`src/rtl/hrm_pkg.sv`:
```
// Shared HRM CPU definitions.
// Common data word width and type for REG, inbox, outbox and ALU.
package hrm_pkg;

   localparam int DATA_W = 8;

   typedef logic signed [DATA_W-1:0] hrm_word_t;

   function automatic int ptr_w(input int depth);
      return $clog2(depth);
   endfunction

endpackage

```
`src/rtl/outbox_mem.sv`:
```
// Outbox storage: DEPTH x WIDTH array.
// Synchronous write port, asynchronous read port, no reset.
module outbox_mem
   import hrm_pkg::*;
#(
   parameter int WIDTH = DATA_W,
   parameter int DEPTH = 8,
   localparam int PW = ptr_w(DEPTH)
) (
   input  logic             clk,
   input  logic             we,
   input  logic [PW-1:0]    waddr,
   input  logic [WIDTH-1:0] wdata,
   input  logic [PW-1:0]    raddr,
   output logic [WIDTH-1:0] rdata
);

   logic [WIDTH-1:0] mem [DEPTH];

   always_ff @(posedge clk) begin
      if (we) mem[waddr] <= wdata;
   end

   assign rdata = mem[raddr];

endmodule

```
`src/rtl/outbox.sv`:
```
// HRM CPU output queue: first-word fall-through FIFO
// drained by an external sink over valid/ready.
module outbox
   import hrm_pkg::*;
#(
   parameter int WIDTH = DATA_W,
   parameter int DEPTH = 8,
   localparam int CW = $clog2(DEPTH) + 1
) (
   input  logic             clk,
   input  logic             rst_n,
   input  logic [WIDTH-1:0] iR,
   input  logic             wO,
   input  logic             clr,
   output logic             oFull,
   output logic             oEmpty,
   output logic [CW-1:0]    oCount,
   output logic [WIDTH-1:0] oData,
   output logic             oValid,
   input  logic             iReady,
   output logic             oOvf
);

   localparam int PW = ptr_w(DEPTH);

   logic [PW-1:0]    rptr;
   logic [PW-1:0]    wptr;
   logic [CW-1:0]    count;
   logic             ovf;
   logic [WIDTH-1:0] rd_data;
   logic             push;
   logic             pop;

   assign oFull  = (count == CW'(DEPTH));
   assign oEmpty = (count == '0);
   assign oValid = !oEmpty;
   assign oCount = count;
   assign oOvf   = ovf;
   assign oData  = oEmpty ? '0 : rd_data;

   // Full/empty come from the pre-edge count, so a pop never admits a push.
   assign push = wO && !oFull && !clr;
   assign pop  = oValid && iReady && !clr;

   outbox_mem #(
      .WIDTH (WIDTH),
      .DEPTH (DEPTH)
   ) u_mem (
      .clk   (clk),
      .we    (push),
      .waddr (wptr),
      .wdata (iR),
      .raddr (rptr),
      .rdata (rd_data)
   );

   always_ff @(posedge clk or negedge rst_n) begin
      if (!rst_n) begin
         rptr  <= '0;
         wptr  <= '0;
         count <= '0;
         ovf   <= 1'b0;
      end else if (clr) begin
         rptr  <= '0;
         wptr  <= '0;
         count <= '0;
         ovf   <= 1'b0;
      end else begin
         if (push) wptr <= wptr + PW'(1);
         if (pop)  rptr <= rptr + PW'(1);
         unique case ({push, pop})
            2'b10:   count <= count + CW'(1);
            2'b01:   count <= count - CW'(1);
            default: count <= count;
         endcase
         if (wO && oFull) ovf <= 1'b1;
      end
   end

`ifndef SYNTHESIS
   always @(posedge clk) begin
      if (rst_n && pop) $display("OUTBOX %02h", oData);
   end
`endif

`ifdef FORMAL
   a_cnt_max: assert property (@(posedge clk)
      oCount <= CW'(DEPTH));
   a_valid: assert property (@(posedge clk)
      oValid == !oEmpty);
   a_data_known: assert property (@(posedge clk)
      !$isunknown(^oData));
   a_ptr_cnt: assert property (@(posedge clk)
      disable iff (!rst_n)
      PW'(wptr - rptr) == count[PW-1:0]);
`endif

endmodule

```
`config.mk`:
```
export PLATFORM = sky130hd
export DESIGN_NAME = outbox
export DESIGN_NICKNAME = d
export VERILOG_FILES = /design/src/rtl/hrm_pkg.sv /design/src/rtl/outbox_mem.sv /design/src/rtl/outbox.sv
export SDC_FILE = /design/constraint.sdc
export NUM_CORES = 1
export LEC_CHECK = 0
export CAP_MARGIN = 20
export CORE_MARGIN = 5
export CORE_UTILIZATION = 25
export DETAILED_ROUTE_END_ITERATION = 7
export DONT_BUFFER_PORTS = 1
export GPL_TIMING_DRIVEN = 0
export HOLD_SLACK_MARGIN = 0.05
export PLACE_DENSITY_LB_ADDON = 0.2
export SYNTH_ARGS = -nofsm -noshare
export SYNTH_HDL_FRONTEND = slang
export SYNTH_SLANG_ARGS = --single-unit
```
`constraint.sdc`:
```
create_clock -name clk -period 4.2 [get_ports clk]
set_input_delay 0.84 -clock clk [delete_from_list [all_inputs] [get_ports clk]]
set_output_delay 0.84 -clock clk [all_outputs]
set_load 0.02 [all_outputs]
```
==> Yosys cells after proc, flatten, opt, wreduce, memory -nomap -nowiden <==
Memory sizes are Yosys's and may differ from the RTL's.
Index checks and enable logic that the tools add are counted.
{ "word_totals": {"register_bits": 11, "latchBits": 0, "mem_bits_rw": 64, "romBits": 0, "input_bits": 13, "out_inout_bits": 16, "wordCells": 36, "n_memories": 1} }
{ "classes": {"n_addsub": 4, "mul": 0, "div_mod_pow": 0, "n_lt_le_gt_ge": 0, "eq_ne": 3, "n_shift": 0, "mux": 11, "bitwise": 0, "n_reduce_logical": 13} }
{ "mem_list": {"columns": ["name", "words", "width", "rd", "rd_ports_with_merged_regs", "write_ports", "line", "rtl"], "rows": [
  ["u_mem.mem", 8, 8, 1, 0, 1, "outbox_mem.sv:18", "logic [WIDTH-1:0] mem [DEPTH];"]
]} }
{ "op_table": {"columns": ["op", "n"], "rows": [
  ["3-bit 2-to-1 mux", 4],
  ["8-bit 2-to-1 mux", 1],
  ["4-bit one-hot mux with 2 select lines", 1],
  ["3-bit by 1-bit adder with 3-bit output, second input constant", 2],
  ["2-bit nonzero test", 3],
  ["1-bit logical AND", 5],
  ["4-bit by 1-bit adder with 4-bit output, second input constant", 1],
  ["4-bit == test, second input constant", 1],
  ["4-bit logical NOT", 1],
  ["1-bit 2-to-1 mux", 4],
  ["4-bit 2-to-1 mux", 1],
  ["4-bit by 1-bit subtractor with 4-bit output, second input constant", 1],
  ["1-bit logical NOT", 3],
  ["3-bit nonzero test", 1],
  ["2-bit by 1-bit == test with 1-bit output, second input constant", 1],
  ["2-bit == test, second input constant", 1]
]} }

==> Logic depth before layout (Yosys ltp) <==
Gate-level depths: netlist of the first run.
{ "depth": {"ltp_word": 7, "ltp_mapped": 9} }

==> Modules after synthesis <==
Synthesis of the first run repeated with hierarchy kept, for this count alone.
{ "hier_totals": {"hier_cells": 194, "area_unflattened_um2": 3315.7} }
{ "modules_own_cells": {"columns": ["module", "n_inst", "cells_per_inst", "area_per_inst_um2", "seq_area_each_um2"], "rows": [
  ["outbox_mem", 1, 106, 2531.2, 1921.8],
  ["outbox", 1, 88, 784.5, 275.3]
]} }

==> Worst setup path after synthesis of the first run <==
Ideal clock, no wire load.
{ "synth_timing": {"path_type": "input -> register", "start": "input port wO", "end": "memory u_mem.mem[0][0] (netlist name) (enable)", "setup_time_ns": 0.383, "arrival_time_ns": 2.257, "slack_ns": 1.560, "stages": 4, "path_cell_list": "buf_1 -> nand2_4 -> or3_1 -> nor3_1"} }
{ "synth_via": {"elab_chain_cells": 4} }
{ "synth_lines": {"columns": ["item", "line", "rtl"], "rows": [
  ["from (decl)", "outbox.sv:13", "input logic wO,"],
  ["1-bit logical AND (2 in a row)", "outbox.sv:42", "assign push = wO && !oFull && !clr;"],
  ["1-bit 2-to-1 mux", "outbox_mem.sv:21", "if (we) mem[waddr] <= wdata;"],
  ["1-bit 2-to-1 mux (not written as such)", "outbox_mem.sv:21", null],
  ["to (decl)", "outbox_mem.sv:18", null]
]} }
Every way passes these cells.

==> Worst setup path after layout of the first run <==
{ "layout_timing": {"start": "register rptr[1]", "end": "output port oData[7]"} }
{ "layout_via": {"elab_chain_cells": 2} }
{ "layout_lines": {"columns": ["item", "line", "rtl"], "rows": [
  ["from (decl)", "outbox.sv:26", "logic [PW-1:0] rptr;"],
  ["from (signal assigned)", "outbox.sv:70", "if (pop) rptr <= rptr + PW'(1);"],
  ["memory read 8 x 8 bit", null, null],
  ["8-bit 2-to-1 mux", "outbox.sv:39", "assign oData = oEmpty ? '0 : rd_data;"],
  ["to (decl)", "outbox.sv:18", "output logic [WIDTH-1:0] oData,"]
]} }
Every way passes these cells.

==> flow_summary.ini, run 1 <==
[logic_synthesis]
yosysUniqueCellTypes = 37
synth-async-reset-ratio = 0.147
yosysWarnings = 0
synth-main-ff-cell = edfxtp_1
synth_edf_count = 64
synth_common_cells = 64 x edfxtp_1, 23 x nor2_1, 16 x mux4_2, 11 x dfrtp_1, 9 x mux2i_1
synthTopCellsByArea = edfxtp_1 60%, mux4_2 11%, dfrtp_1 8.6%
synth_fp_nets = 208
synth_top_area_frac = 0.598
yosysMostFrequentCell = edfxtp_1
synth_area_per_cell_um2 = 16.8
synth_area_um2 = 3210
synth-seq-cells = 75
yosysTopAreaCell = edfxtp_1
synth_cells = 191
yosysSeqAreaShare = 0.684

[routing]
ant_nets = 0
dr.pass1.iters = 4
drc = 0
routedWlPerCell_um = 17.6
vias_per_cell = 4.26
finalWirelength_um = 6650
num_vias = 1612
drtIter0Drc = 118

[layout]
fillers = 1265
utilization = 0.295
antenna_cells = 0
fin_cells = 378
syn2layout_area_growth_pct = 15.8
drive_above_1_share = 0.194
nets = 219

[critical_path]
reg2reg_setup_slack_ns = 1.43
critPathRequiredTime_ns = 3.36
critical_path.endpoint_type = output port
rr_endpoint = oCount[3]
start_kind = register
crit_arrival_ns = 2.57
path_max_fanout = 10
worstSetupPathType = register to output port
reg2reg_from = oCount[1]
reg2reg_depth = 9

[cts]
cts_sinks = 75
post_cts_resize_count = 0
tritoncts = done
clk_pin_slew_ns = 0.06
post_cts_buffers = 0
hold_buffers = 0
cts_made_buffers = 9
cts_max_path_buffers = 2
htreeDepth = 3
cts_root_buf = clkbuf_16
clk_latency_ns = 0.33

[timing]
slew_viol_final = 0
hold_viol_final = 0
timing.final.ws_setup_ns = 0.787
fin_setup_tns_ns = 0
holdWs_ns = 0.199
fin_skew_ns = 0.00583
tightest_slew_ns = 0.937
rsz0062_at_grt = no
setup-violations-final = 0
fmax_ghz = 0.293
slew_headroom = 0.373
fin_crit_sh = 0.813
fin_crit_ns = 3.41

[global_routing]
grt_max_degree = 13
grt_overflow = 0
grt_antenna_before_repair = 0
track_usage = 0.0982
grt_pass1_vias = 1762
grt_pass1_wl_um = 10500

[floorplanning]
dieWidth_um = 123
die_h_um = 123
die_area_um2 = 15200
design.core.area_um2 = 12600
num_rows = 41
start_util = 0.255
num_io_pins = 29

[place]
place_ws_ns = 1.06
dp.cells = 363
dp_hpwl_um = 4300
portBuffers = 0
gp_congestion = 0.719

[flow_run]
max_cap_violations = 0

[min_path]
min_path_type = input port to async pin

[power_and_ir_drop]
ir_worst_vdd_uv = 199
power_density_nw_per_um2 = 598
power_leakage_nw = 1.20

[outcome]
run_status = finished clean
-- critical path, stage by stage, from the launching register on --
cell and delay [ns]:
dfrtp_1 0.35, clkbuf_1 0.50, clkbuf_1 0.59, mux4_2 0.33, mux2i_1 0.10, nor2_1 0.36
-- where the power goes --
part	switching [W]	leakage [nW]	total (W)	internal, W
Sequential	0.0000628	0.727	0.000918	0.000855
Combinational	0.000353	0.342	0.000566	0.000213
Clock	0.000287	0.134	0.000741	0.000454
-- layout make-up --
class,count,area (um^2),share of cell area
buffer,11,58.8,0.0158
clock buffer,10,229,0.0615
clock inverter,5,53.8,0.0145
inverter,4,15.0,0.00403
multi-input combinational,101,953,0.256
sequential,75,2200,0.590
tap,172,215,0.0578
-- layer usage --
layer	wire length, um	track usage
met5	0	0
met1	3060	0.127
met2	3250	0.152
met4	99	0.0478
met3	246	0.0274
-- sequential cells by signal (all words and copies together) (netlist names) --
name       count
u_mem.mem     64
oCount         4
rptr           3
wptr           3
oOvf           1
-- layout by cell type (no fill, tap or decap), types with 5 or more instances in the layout --
cell type	n
a21oi_1	7
clkbuf_1	5
clkbuf_16	9
dfrtp_1	11
edfxtp_1	64
mux2i_1	9
mux4_2	16
nand2_1	8
nor2_1	23
xor2_1	5
-- worst max-delay path by stage --
stage	from	to	slack [ns]	cells past startpoint
finish	rptr[1]	oData[7]	0.79	5
global route	rptr[1]	oData[6]	0.65	5
CTS	rptr[1]	oData[6]	0.70	5
detailed placement	rptr[1]	oData[6]	1.06	5
global placement	wO	u_mem.mem[0][2]	0.70	4
floorplan	wO	u_mem.mem[0][0]	1.56	4
-- logic make-up (layout without fill, tap and decap cells) --
family,count (synthesis),in the layout,share of synthesized area
compound gates,16,16,0.0440
buf+inv,15,30,0.0230
mux,25,25,0.140
flops,75,75,0.684
fa+ha+maj,4,4,0.0156
xor+xnor,7,7,0.0191
simple gates,49,49,0.0747
-- metrics by stage --
| stage | total power (W) | cell area, um^2 |
|---|---|---|
| 2_1_floorplan | 0.00139 | 3210 |
| 3_3_place_gp | 0.00152 | 3430 |
| 3_5_place_dp | 0.00152 | 3440 |
| 4_1_cts | 0.00227 | 3720 |
| 5_1_grt | 0.00234 | 3720 |
| 6_report | 0.00223 | 3720 |
Note: power is estimated with default switching activity, not from simulation.
==> run 2, diff against run 1 <==
clock period = 3.26 ns   (was 4.2 ns; I/O delays follow)
==> run 2 against run 1 <==
  * First-iteration DRC count increased by 5.1%
  * Utilization increased by 0.089 points
  * Clock skew about the same
  * Via count decreased by 0.50%
  * Die area unchanged
  * Sequential share of layout area decreased by 0.18 points
  * Worst setup slack got worse by 0.52 ns
  * Sequential power increased by 29%
  * Non-clock buffer count increased by 1
  * Clock power increased by 29%
  * Register-to-register slack got worse by 0.94 ns
  * Clock-buffer cell count unchanged
==> flow_summary.ini, run 2 (same netlist as run 1, synthesis figures left out) <==
[power_and_ir_drop]
seqPwrFrac = 0.411
pwr-share-clk = 0.332
p_switching_w = 0.000911
comb_power_share = 0.256
switching_share = 0.317
power_density_nw_per_um2 = 770
power_leakage_nw = 1.21
ir_worst_vdd_uv = 256
p_int_w = 0.00196

[global_routing]
track_usage = 0.0982
grt_max_degree = 13
use_met1 = 0.127
met3_usage = 0.0274
grt_busiest_layer = met2
grt_pass1_wl_um = 10500
grt_antenna_before_repair = 0
grt_overflow = 0
grt_pass1_vias = 1764
grt.met2_usage = 0.152

[layout]
largest_reg_flops = 64
mostFrequentLayoutCells = 64 x edfxtp_1, 23 x nor2_1, 16 x mux4_2
nets = 220
fin_area_um2 = 3730
layout_commonest_cell = edfxtp_1
syn2layout_area_growth_pct = 16.2
drive_above_1_share = 0.198
antenna_cells = 0
top_register = u_mem.mem
top_regs = u_mem.mem x64, oCount x4

[timing]
hold_viol_final = 0
fin_skew_ns = 0.00619
fmax_ghz = 0.334
rsz0062_at_grt = no
tightest_slew_ns = 0.937
holdWs_ns = 0.410
slew_viol_final = 0
slew_headroom = 0.373
timing.final.ws_setup_ns = 0.264
fin_crit_sh = 0.919
fin_crit_ns = 3.00
setup-violations-final = 0

[critical_path]
worstSetupPathType = register to output port
critPathRequiredTime_ns = 2.61
cpPeakStageDelay_ns = 0.56
path_cells = buf_2 -> buf_2 -> mux4_2 -> mux2i_1 -> nor2_1
critical_path.endpoint_type = output port
crit_top_cell = buf_2
path_max_fanout = 10
crit_arrival_ns = 2.34
slowest_stage = mux4_2
start_kind = register

[routing]
drtIter0Drc = 124
num_vias = 1604
dr.pass1.iters = 4
routedWlPerCell_um = 17.6
drc = 0
finalWirelength_um = 6660
vias_per_cell = 4.23
ant_nets = 0

[floorplanning]
num_rows = 41
dieWidth_um = 123
start_util = 0.255
num_io_pins = 29
die_h_um = 123
design.core.area_um2 = 12600
die_area_um2 = 15200

[place]
place_ws_ns = 0.313
dpl-instance-area_um2 = 3440
dp_hpwl_um = 4300
portBuffers = 0
gp_congestion = 0.719

[cts]
tritoncts = done
clk_pin_slew_ns = 0.06
cts_sinks = 75
cts_max_path_buffers = 2
cts_made_buffers = 9
post_cts_buffers = 0
clk_latency_ns = 0.33
htreeDepth = 3
cts_root_buf = clkbuf_16

[min_path]
min_path_type = input port to register

[outcome]
run_status = finished clean

[flow_run]
max_cap_violations = 0
==> run 2: power groups by stage <==
stage	clock, W	combinational (W)	sequential (W)
2_1_floorplan	0	0.000604	0.00119
3_3_place_gp	0	0.000756	0.00120
3_5_place_dp	0	0.000757	0.00120
4_1_cts	0.000981	0.000762	0.00118
5_1_grt	0.00102	0.000814	0.00119
6_report	0.000955	0.000737	0.00118
==> run 2: worst paths after layout <==
path | depth (start not counted) | startpoint | to | slack (ns)
setup / recovery | 5 | rptr[0] | oData[7] | 0.26
hold / removal | 0 | iR[1] | u_mem.mem[7][1] | 0.41
setup reg to reg | 9 | oCount[1] | oCount[3] | 0.49
hold reg to reg | 2 | wptr[0] | wptr[0] | 0.60
max in group asynchronous | 1 | rst_n | rptr[0] | 2.14
min in group asynchronous | 1 | rst_n | oOvf | 0.75
==> run 2: metrics by stage <==
| step | util | power [W] | cells | setup TNS [ns] |
|---|---|---|---|---|
| floorplan | - | 0.00179 | 191 | 0 |
| global placement | 0.272 | 0.00196 | 363 | -0.417 |
| detailed placement | 0.273 | 0.00196 | 363 | 0 |
| CTS | 0.296 | 0.00293 | 379 | 0 |
| global route | 0.296 | 0.00302 | 379 | 0 |
| finish | 0.296 | 0.00287 | 379 | 0 |
==> run 2: layout make-up <==
| type | count | area [um^2] |
|---|---|---|
| fill | 1263 | 8890 |
| timing repair buffer | 1 | 10.0 |
| inverter | 4 | 15.0 |
| clock inverter | 5 | 53.8 |
| multi-input combinational | 101 | 953 |
| tap | 172 | 215 |
| clock buffer | 10 | 229 |
| sequential | 75 | 2200 |
| buffer | 11 | 60.1 |
==> run 2: what timing repair did <==
action / in CTS / in global routing
gates resized for setup: 1 / 0
hold buffers: 1 / 0
hold endpoints to repair: 11 / 0
setup endpoints to repair: 4 / 0
==> run 2: layer usage <==
metal / routed length, um / part of all wire
met4: 99 / 0.015
met5: 0 / 0
met3: 246 / 0.037
met2: 3230 / 0.48
met1: 3090 / 0.46
==> run 2: critical path, delay by kind of cell (launching register included) <==
kind,cells,cell delay [ns]
flops,1,0.34
mux,2,0.77
buf+inv,2,0.73
simple gates,1,0.16
==> run 3, diff against run 2 <==
clock period = 3.7 ns   (was 3.26 ns; I/O delays follow)
==> results of run 3 <==
The final DEF is identical to that of run 1. Status: finished clean.
Main changes from that run: setup slack after placement 1.06 ns -> 0.665 ns; setup slack after layout 0.787 ns -> 0.387 ns; hold slack 0.199 ns -> 0.0990 ns; register-to-register setup slack 1.43 ns -> 0.93 ns; total power 0.00223 W -> 0.00253 W; worst IR drop on VDD 199 uV -> 226 uV
